[src/rtl/hqm_aw_sync_filter.sv]
`default_nettype none
// +----------------------------------------------------------------------------+
// | Module  : hqm_aw_sync_filter                                               |
// | Purpose : Multi-bit level synchronizer (STAGES-deep chain) followed by a   |
// |           per-bit debounce filter with one-cycle rise/fall pulse outputs.  |
// | Option  : HQM_AW_SYNC_FILTER_STICKY_EN adds sticky_clr / sticky_chg, a     |
// |           per-bit sticky change flag set by rise|fall, cleared by clr.     |
// | Rev     : 1.0  initial release                                             |
// +----------------------------------------------------------------------------+
module hqm_aw_sync_filter #(
   parameter int               WIDTH   = 1,
   parameter int               STAGES  = 2,
   parameter int               FILTER  = 1,
   parameter logic [WIDTH-1:0] RST_VAL = '0
) (
   input  logic             clk,
   input  logic             rst,
   input  logic [WIDTH-1:0] data,
`ifdef HQM_AW_SYNC_FILTER_STICKY_EN
   input  logic [WIDTH-1:0] sticky_clr,
   output logic [WIDTH-1:0] sticky_chg,
`endif
   output logic [WIDTH-1:0] data_sync,
   output logic [WIDTH-1:0] data_out,
   output logic [WIDTH-1:0] rise,
   output logic [WIDTH-1:0] fall
);

   // Counter only has to reach FILTER-1, so $clog2(FILTER) bits suffice (min 1).
   localparam int            c_cw      = (FILTER > 1) ? $clog2(FILTER) : 1;
   localparam logic [c_cw-1:0] c_cnt_max = c_cw'(FILTER - 1);

   if ((STAGES < 2) || (STAGES > 4)) begin : g_bad_stages
      $error("hqm_aw_sync_filter: STAGES must be in 2..4");
   end
   if (FILTER < 1) begin : g_bad_filter
      $error("hqm_aw_sync_filter: FILTER must be >= 1");
   end

   // Every flop in this chain is a synchronizer stage (doublesync-class cell).
   logic [WIDTH-1:0] r_sync [STAGES];
   logic [WIDTH-1:0] r_out;
   logic [WIDTH-1:0] r_rise;
   logic [WIDTH-1:0] r_fall;
   logic [c_cw-1:0]  r_cnt  [WIDTH];
   logic [c_cw-1:0]  w_cnt_nxt [WIDTH];
   logic [WIDTH-1:0] w_out_nxt;

   // Sync chain: stage 0 captures the raw input, each later stage follows the previous one.
   always_ff @(posedge clk) begin
      if (rst) begin
         for (int k = 0; k < STAGES; k++) r_sync[k] <= RST_VAL;
      end else begin
         r_sync[0] <= data;
         for (int k = 1; k < STAGES; k++) r_sync[k] <= r_sync[k-1];
      end
   end

   assign data_sync = r_sync[STAGES-1];

   // Debounce: a bit flips only after FILTER consecutive mismatching cycles; any match restarts.
   always_comb begin
      w_out_nxt = r_out;
      for (int i = 0; i < WIDTH; i++) begin
         w_cnt_nxt[i] = '0;
         if (data_sync[i] != r_out[i]) begin
            if (r_cnt[i] == c_cnt_max) begin
               w_out_nxt[i] = data_sync[i];
            end else begin
               w_cnt_nxt[i] = r_cnt[i] + 1'b1;
            end
         end
      end
   end

   // Filtered level, counters and edge pulses registered together so pulses align with data_out.
   always_ff @(posedge clk) begin
      if (rst) begin
         r_out  <= RST_VAL;
         r_rise <= '0;
         r_fall <= '0;
         for (int i = 0; i < WIDTH; i++) r_cnt[i] <= '0;
      end else begin
         r_out  <= w_out_nxt;
         r_rise <= w_out_nxt & ~r_out;
         r_fall <= ~w_out_nxt & r_out;
         for (int i = 0; i < WIDTH; i++) r_cnt[i] <= w_cnt_nxt[i];
      end
   end

   assign data_out = r_out;
   assign rise     = r_rise;
   assign fall     = r_fall;

`ifdef HQM_AW_SYNC_FILTER_STICKY_EN
   logic [WIDTH-1:0] r_sticky;

   // Sticky change flag: a pulse sets it and takes priority over a same-cycle clear.
   always_ff @(posedge clk) begin
      if (rst) begin
         r_sticky <= '0;
      end else begin
         r_sticky <= r_rise | r_fall | (r_sticky & ~sticky_clr);
      end
   end

   assign sticky_chg = r_sticky;
`endif

endmodule
`default_nettype wire
[config.mk]
export PLATFORM = sky130hd
export DESIGN_NAME = hqm_aw_sync_filter
export DESIGN_NICKNAME = d
export VERILOG_FILES = /design/src/rtl/hqm_aw_sync_filter.sv
export SDC_FILE = /design/constraint.sdc
export NUM_CORES = 1
export LEC_CHECK = 0
export CAP_MARGIN = 20
export CORE_AREA = 3 3 40 42
export CTS_BUF_LIST = sky130_fd_sc_hd__clkbuf_4
export CTS_CLUSTER_DIAMETER = 40
export DETAILED_ROUTE_END_ITERATION = 12
export DIE_AREA = 0 0 43 45
export GPL_ROUTABILITY_DRIVEN = 0
export GPL_TIMING_DRIVEN = 0
export PLACE_DENSITY = 0.36
export SYNTH_ARGS = -nofsm -noshare
export SYNTH_HDL_FRONTEND = slang
export SYNTH_SLANG_ARGS = --single-unit
[constraint.sdc]
create_clock -name clk -period 1.1 [get_ports clk]
set_clock_uncertainty 0.15 [all_clocks]
set_input_delay 0.22 -clock clk [delete_from_list [all_inputs] [get_ports clk]]
set_output_delay 0.22 -clock clk [all_outputs]
set_load 0.03 [all_outputs]
Word-level counts from Yosys, hierarchy flattened
Memory sizes are Yosys's and may differ from the RTL's.
Cells that the tools add are included.
{"block": "classes", "addsub": 1, "mul": 0, "div_mod_pow": 0, "magnitude_cmp": 0, "n_eq_ne": 1, "n_shift": 0, "muxes": 11, "bitwise": 6, "reduce_logical": 1}
{"op": "2-to-1 mux 1 bit", "n": 11}
{"op": "bitwise AND 1 bit", "n": 2}
{"op": "NOT 1 bit", "n": 2}
{"op": "bitwise OR 1 bit", "n": 2}
{"op": "adder 1 bit (second input constant)", "n": 1}
{"op": "!= test 1 bit", "n": 1}
{"op": "OR reduction 1 bit", "n": 1}
{"block": "word_totals", "reg_bits": 3, "latchBits": 0, "ram_bits": 3, "rom_bits": 0, "in_bits": 3, "out_inout_bits": 4, "elab_cells": 25, "n_memories": 2}
{"name": "r_sync", "depth": 2, "word_bits": 1, "rd": 2, "rd_ports_with_merged_regs": 0, "write_ports": 2, "line": "41", "source": "logic [WIDTH-1:0] r_sync [STAGES];"}
{"name": "r_cnt", "depth": 1, "word_bits": 1, "rd": 1, "rd_ports_with_merged_regs": 0, "write_ports": 1, "line": "45", "source": "logic [c_cw-1:0] r_cnt [WIDTH];"}

Depth between registers and ports, before layout
{"block": "depth", "ltp_word": 4, "mapped_depth": 1, "mapped_depth_nobuf": 1}

Least setup slack after synthesis
No wires, ideal clock.
{"block": "synth_path", "kind": "reg-to-reg", "startpoint": "mem r_sync[1][0] (netlist: r_sync[0][1])", "endpoint": "reg r_rise (netlist: rise)", "setup_ns": 0.080, "arrival_ns": 0.694, "t_required_ns": 0.870, "path_slack_ns": 0.176, "stages_incl_launch_ff": 2, "path_buffers": 0, "synth_period_minus_slack_ns": 0.924, "cell_sequence": "dfxtp_1 > nor3b_1"}
{"element": "from (decl)", "line": "41"}
{"element": "to (signal assigned)", "line": "85", "source": "r_rise <= w_out_nxt & ~r_out;"}
{"element": "to (decl)", "line": "43", "source": "logic [WIDTH-1:0] r_rise;"}

==> results.json <==
{
  "run_status": "completed",
  "hold_start": "r_sync[0][0]$_SDFF_PP0_",
  "grt_max_degree": 6,
  "hold_ws_ns": 0.2859,
  "required_ns": 0.73,
  "synth_enable_flop_cells": 0,
  "cts_inserted_buffers": 3,
  "first_global_vias": 98,
  "placementRows": 13,
  "crit_arrival_ns": 0.71,
  "buffer_ports.inserted": 6,
  "drt-wirelength-per-cell_um": 6.917,
  "report.final.setup_viol": 0,
  "core_region_area_mm2": 0.001285,
  "vias": 105,
  "antenna_cells": 0,
  "drt_wl_total_um": 249,
  "synth_top_area_share_pct": 74.77,
  "yosysWarningCount": 0,
  "path_cells": "buf_6",
  "critical-path-top-delay-family": "flip-flops",
  "irDropWorstVdd_v": 0.0006628,
  "synth.net_count": 13,
  "cpPeakStageDelay_ns": 0.34,
  "netlist.top_cell.by_area": "sky130_fd_sc_hd__dfxtp_1",
  "end_kind": "output pin",
  "clk_path_buf_depth": 2,
  "final_layout_size_suffix_gt1_share_pct": 52.38,
  "fp.dieW_um": 43,
  "clkSlewWorstSetupHoldPaths_ns": 0.04,
  "rr_worst_depth": 2,
  "crit_path_start": "r_sync[0][1]$_SDFF_PP0_",
  "number_of_antenna_violations_at_the_first_check_in_global_routing": 0,
  "die_y_extent_um": 45,
  "worst_pin_slew_ns": 0.1674,
  "dr.first_iter.drc_count": 1,
  "grt_use_total_pct": 3.503,
  "avgSynthCellArea_um2": 13.39,
  "drcViolationCount": 0,
  "post_synth_num_cell_types": 3,
  "global_route.overflow_total": 0,
  "post-synth-top-count-cell": "sky130_fd_sc_hd__dfxtp_1",
  "ys_seq_area_share_pct": 74.77,
  "clock_sinks": 5,
  "post_synth_main_area_contributors": "sky130_fd_sc_hd__dfxtp_1, sky130_fd_sc_hd__nor2b_1, sky130_fd_sc_hd__nor3b_1",
  "min-delay-path-class": "reg2reg",
  "area.growth.synth_to_final_pct": 91.59,
  "syn-instance-count": 10,
  "final_net_count": 25,
  "cp_slowest_cell": "sky130_fd_sc_hd__dfxtp_4",
  "totalNegativeSetupSlack_ns": 0,
  "worstPathBufferInverterCount": 1,
  "worstHoldPathCells": 1,
  "clock_tree.root_cell": "sky130_fd_sc_hd__clkbuf_4",
  "vias_per_inst": 2.917,
  "max_clock_freq_mhz": 923.6,
  "worst_path_max_fanout": 4,
  "worstSetupStartpointType": "register",
  "post_cts_hold_buffer_count": 0,
  "finalMaxSlewViolations": 0,
  "asyncSetResetFlopFracSynth_pct": 0,
  "unrepaired_setup_endpoints_after_global_routing": "yes",
  "drv.max_cap_violation_count": 0,
  "synthTopCellsByCount": "sky130_fd_sc_hd__dfxtp_1, sky130_fd_sc_hd__nor2b_1, sky130_fd_sc_hd__nor3b_1",
  "netlist_area_um2": 133.9,
  "yosys_most_used_dff": "sky130_fd_sc_hd__dfxtp_1",
  "max-slew-margin-rel_pct": 88.80,
  "timing.setup.critical_path_class": "reg2out",
  "final_critical_path_share_of_the_clock_period_pct": 98.43,
  "final.min_clock_period_ns": 1.083,
  "floorplan.initialDensity_pct": 10.42,
  "cts_tree": "yes",
  "final_ant_viol_nets": 0,
  "crit_cells": 1,
  "grt_pass1_wl_um": 386,
  "die-area_mm2": 0.001935,
  "ys_seq_elements": 5,
  "hold_violations": 0,
  "power_density_mw_per_mm2": 1760,
  "p_leak_uw": 0.0001070,
  "detailedRoute.firstPassIterationCount": 2,
  "ios": 7,
  "cts-htree-levels": 1,
  "timing.rr.start": "data_out$_SDFF_PP0_",
  "clock_latency_ns": 0.24
}
-- placed cells by master, fill, tap and decap left out, drive strengths merged --
master	n
dfxtp	5
buf	5
clkbuf	4
nor2b	3
nor3b	2
clkdlybuf4s50	2
-- cell families after synthesis --
logic type	after synthesis	share of synthesized area [%]
DFF	5	74.77
and+or+nand+nor	5	25.23
-- per-layer routing --
| metal | wire (um) | vias to the layer above | global-route usage [%] |
|---|---|---|---|
| met3 | 62 | 0 | 7.570 |
| met5 | 0 | - | 0 |
| met4 | 0 | 0 | 0 |
| li1 | - | 53 | - |
| met1 | 110 | 43 | 2.906 |
| met2 | 76 | 9 | 3.293 |
-- registers in the layout, indices dropped and copies added (netlist names) --
register	count
data_out	1
fall	1
r_sync	2
rise	1
-- timing repair --
item | in CTS | in global routing
resized for setup | 27 | 4
buffers inserted | 0 | 1
setup endpoints to repair | 4 | 4
-- worst paths after layout --
path	to	slack, ns
min reg2reg	r_sync[0][1]$_SDFF_PP0_	0.29
min	r_sync[0][1]$_SDFF_PP0_	0.29
max reg2reg	rise$_SDFF_PP0_	0.26
max	data_sync	0.02
-- where the power goes --
group,internal [uW],switching (uW)
Combinational,17.2,13.6
Clock,161,69.4
Sequential,187,3.03
Total,365,86.1
-- layout make-up --
class	instances	area, um^2
Fill cell	139	1028
Sequential cell	5	105.1
Tap cell	15	18.77
Clock buffer	4	30.03
Multi-Input combinational cell	5	33.78
Timing Repair Buffer	7	68.82
-- stage by stage --
stage                     utilization, %  setup WS (ns)  instance area [um^2]  cells  total power, uW
after CTS                          18.70       0.004661                 240.2     35            462.3
after global routing               19.96       -0.02196                 256.5     36            480.8
after detailed placement           16.55        -0.2952                 212.7     31            222.7
after floorplan                        -         0.1759                 133.9     10            205.5
final                              19.96        0.01724                 256.5     36            451.4
after global placement             16.55        -0.2901                 212.7     31            222.3
(Power assumes the default switching activity.)
